**src/rtl/param_dff_pipe.sv**
```systemverilog
// param_dff_pipe
//   WIDTH-bit, DEPTH-stage registered delay line with one valid bit per stage.
//   The pipeline advances only when en is high. A flush invalidates every
//   stage but leaves the data words in place. A combinational tap lets you
//   read any stage, and a registered fill counter tracks how many stages
//   currently hold valid words.
//
// Ports
//   clk        rising-edge clock
//   rst        synchronous active-high reset (wins over flush and en)
//   en         advance enable; the pipeline shifts only when 1
//   d          data word entering stage 0
//   d_valid    qualifier for d
//   flush      clears all valid bits; data is held and the incoming word is dropped
//   tap_sel    stage index driving tap_q / tap_valid
//   q          data of the last stage (DEPTH-1), registered
//   q_valid    valid of the last stage, registered
//   tap_q      data of stage tap_sel, or 0 when tap_sel >= DEPTH
//   tap_valid  valid of stage tap_sel, or 0 when tap_sel >= DEPTH
//   fill_count number of stages currently valid, registered

module param_dff_pipe #(
  parameter int unsigned          WIDTH     = 8,
  parameter int unsigned          DEPTH     = 4,
  parameter logic [WIDTH-1:0]     RESET_VAL = '0,
  localparam int unsigned         SEL_W     = (DEPTH > 1) ? $clog2(DEPTH) : 1,
  localparam int unsigned         CNT_W     = $clog2(DEPTH + 1)
) (
  input  logic             clk,
  input  logic             rst,
  input  logic             en,
  input  logic [WIDTH-1:0] d,
  input  logic             d_valid,
  input  logic             flush,
  input  logic [SEL_W-1:0] tap_sel,
  output logic [WIDTH-1:0] q,
  output logic             q_valid,
  output logic [WIDTH-1:0] tap_q,
  output logic             tap_valid,
  output logic [CNT_W-1:0] fill_count
);

  // Stage 0 is the youngest word, stage DEPTH-1 the oldest.
  logic [WIDTH-1:0] stage [DEPTH];
  logic [DEPTH-1:0] valid;
  logic [CNT_W-1:0] fill_next;

  // Count update for an advancing edge: one word may enter and one may leave.
  // The intermediate sum can wrap when DEPTH+1 is a power of two, but the
  // modular result is exact because the true count always lies in 0..DEPTH.
  assign fill_next = fill_count + CNT_W'(d_valid) - CNT_W'(valid[DEPTH-1]);

  // Data path: every data register is reset so nothing X leaks out. A flush
  // deliberately leaves the data untouched; only the qualifiers are dropped.
  always_ff @(posedge clk) begin
    if (rst) begin
      for (int i = 0; i < DEPTH; i++) begin
        stage[i] <= RESET_VAL;
      end
    end else if (!flush && en) begin
      stage[0] <= d;
      for (int i = 1; i < DEPTH; i++) begin
        stage[i] <= stage[i-1];
      end
    end
  end

  // Valid bits and fill counter move together so the counter always equals
  // the popcount of the valid vector.
  always_ff @(posedge clk) begin
    if (rst) begin
      valid      <= '0;
      fill_count <= '0;
    end else if (flush) begin
      valid      <= '0;
      fill_count <= '0;
    end else if (en) begin
      valid[0] <= d_valid;
      for (int i = 1; i < DEPTH; i++) begin
        valid[i] <= valid[i-1];
      end
      fill_count <= fill_next;
    end
  end

  assign q       = stage[DEPTH-1];
  assign q_valid = valid[DEPTH-1];

  // Tap mux. Selecting by comparison rather than by direct indexing keeps
  // out-of-range selects (non power-of-two DEPTH) safely at zero.
  always_comb begin
    tap_q     = '0;
    tap_valid = 1'b0;
    for (int i = 0; i < DEPTH; i++) begin
      if (tap_sel == SEL_W'(i)) begin
        tap_q     = stage[i];
        tap_valid = valid[i];
      end
    end
  end

endmodule

```
**config.mk**
```make
export PLATFORM = sky130hd
export DESIGN_NAME = param_dff_pipe
export DESIGN_NICKNAME = d
export VERILOG_FILES = /design/src/rtl/param_dff_pipe.sv
export SDC_FILE = /design/constraint.sdc
export NUM_CORES = 1
export LEC_CHECK = 0
export CORE_MARGIN = 4
export CORE_UTILIZATION = 50
export CTS_CLUSTER_DIAMETER = 80
export CTS_CLUSTER_SIZE = 16
export DETAILED_ROUTE_END_ITERATION = 6
export PLACE_DENSITY = 0.84
export SETUP_SLACK_MARGIN = 0.5
export SLEW_MARGIN = 15
export SYNTH_ARGS = -nofsm -noshare
export SYNTH_HDL_FRONTEND = slang
export SYNTH_SLANG_ARGS = --single-unit
export TNS_END_PERCENT = 50
```
**constraint.sdc**
```tcl
create_clock -name clk -period 8.95 [get_ports clk]
set_input_delay 1.79 -clock clk [delete_from_list [all_inputs] [get_ports clk]]
set_output_delay 1.79 -clock clk [all_outputs]
set_load 0.01 [all_outputs]
```
==> run metrics <==
Setup Skew 0.00862 ns; Clock Latency Late Sink 0.36 ns; CP Launch Type input pin; worst vdd ir 0.000103 V; Slew Limit Fails 0; Starting Density 0.522; Die Ht 67.5 um; grt ovf 0; fin crit share 0.621; core area 3390 um2; RSZ-0062 raised after global routing false; cell area after synthesis 1770 um2; largest net degree at the start of global routing 33; htree depth 2; GPL Wtd Cong 0.715; Slew headroom 0.571; count of cell types in the netlist 19; Initial DRC Count 60; Setup-failing EPs final 0; routed wire length 3170 um; commonest non-fill, non-tap cell in the layout clkdlybuf4s50_1; diode count 0; share of cells above drive strength 1 0.132; Die Width 67.5 um; crit path time final 5.56 ns; Final Hold Fails 0; syn_area_per_cell 15.5 um2; synth-to-layout area growth 23.6%; Max Cap Viol 0; vias in the first global route 1088; status finished clean; setup TNS 0 ns; Lkg Pwr 0.823 nW; Seq cells post-synth 39; Avg WL per Cell 16.1 um; placed instance area 2130 um2; Setup CP Type input pin to primary output; DRT antenna net count 0; Final WS setup 3.39 ns; Vias 1005; filler cell count 261; Longest Clk Path Bufs 2; CTS sink count 39; Synthesized Nets 132; top-level I/O count 36; global-route wire length before repair 5140 um; PD cells 158 nW/um2; standard-cell row count 21; actual slew at the worst max-slew pin 0.641 ns; Place WS 3.36 ns; CTS resizes 0; CP max FO 9; CP Capture Type primary output; DR vias/cell 5.10; CTS tree yes; Worst-path clk slew 0.12 ns; Async SR Flop Fraction 0; DPL Wire Length 2270 um; die area 4550 um2; crit path DAT 3.77 ns; count of flip-flops with a built-in enable after synthesis 32; fin nets 168; port bufs 35; Post-Syn Instances 114; CP required 7.16 ns; Final Non-Filler Cells 197; hold buffer count at cts 0; # Post-CTS Setup Buffers 0; Fmax 0.180 GHz; antenna violations before repair 0; Power Total 0.347 mW; GR Util All Layers 0.160; Hold WC Path Type flip-flop to flip-flop; Inst Count DP 189; CTS buffer count 5; drt first pass iters 4; commonest cells after routing, fill and taps aside 35 x clkdlybuf4s50_1, 32 x and2_1, 32 x edfxtp_1; design area 2190 um2; # DRC 0; sequential area share after synthesis 0.622; Main synth FF type edfxtp_1; root buffer cell clkbuf_4; Yosys warnings 0
## cell usage after synthesis (2+ instances only)
cell / instances / area [um2]
and2_1: 32 / 200
edfxtp_1: 32 / 961
mux4_2: 9 / 203
dfxtp_1: 7 / 140
nor2_1: 7 / 26.3
mux2i_1: 5 / 50.1
buf_6: 4 / 45.0
inv_1: 4 / 15.0
a211oi_1: 2 / 15.0
buf_2: 2 / 10.0
ha_1: 2 / 25.0
## layer usage
layer,wire (um),vias up,global-route usage
met5,0,-,0
met4,90,0,0.0709
met3,169,9,0.0599
met2,1570,34,0.255
met1,1340,482,0.194
li1,-,480,-
## sequential cells by signal (all words and copies together), names as in the netlist
| name | cells |
|---|---|
| fill_count | 3 |
| valid | 4 |
| stage | 32 |
## kinds of logic (layout without fill, tap and decap cells)
family,after synthesis,in the layout,share of synthesized area
compound gates,4,4,0.0177
xor+xnor,1,1,0.00495
fa+ha+maj,3,3,0.0255
buf+inv,12,49,0.0438
flops,39,39,0.622
mux,14,14,0.143
simple gates,41,41,0.143
## through the flow
| stage | utilization | hold slack (ns) |
|---|---|---|
| after floorplan | - | 0.477 |
| after global placement | 0.628 | 0.499 |
| after detailed placement | 0.628 | 0.526 |
| after CTS | 0.645 | 0.559 |
| after global routing | 0.645 | 0.586 |
| final | 0.645 | 0.545 |
## layout make-up
type | count | area (um2) | area share
clock buffer | 5 | 37.5 | 0.0172
timing repair buffer | 36 | 358 | 0.164
tap | 46 | 57.6 | 0.0263
clock inverter | 3 | 20.0 | 0.00915
inverter | 5 | 18.8 | 0.00858
sequential | 39 | 1100 | 0.503
multi-input combinational | 63 | 594 | 0.272
## path summary, 6_finish.rpt
path / depth (start not counted) / slack [ns] / start / end
setup reg to reg: 9 / 7.05 / fill_count[0]$_SDFFE_PP0P_ / fill_count[2]$_SDFFE_PP0P_
hold reg to reg: 2 / 0.55 / fill_count[0]$_SDFFE_PP0P_ / fill_count[0]$_SDFFE_PP0P_
hold / removal: 2 / 0.55 / fill_count[0]$_SDFFE_PP0P_ / fill_count[0]$_SDFFE_PP0P_
setup / recovery: 3 / 3.39 / tap_sel[0] / tap_q[0]
## critical path, cell delays in order
cell and delay, ns:
clkdlybuf4s50_1 0.88, mux4_2 0.60, clkdlybuf4s50_1 0.50
## power breakdown
part	total (mW)	switching (mW)	leakage [nW]	internal, mW
combinational	0.0447	0.0184	0.398	0.0263
sequential	0.212	0.00517	0.395	0.207
clock	0.0899	0.0598	0.0288	0.0301
total	0.347	0.0834	0.823	0.263
Power figures use the tool's default switching activity.
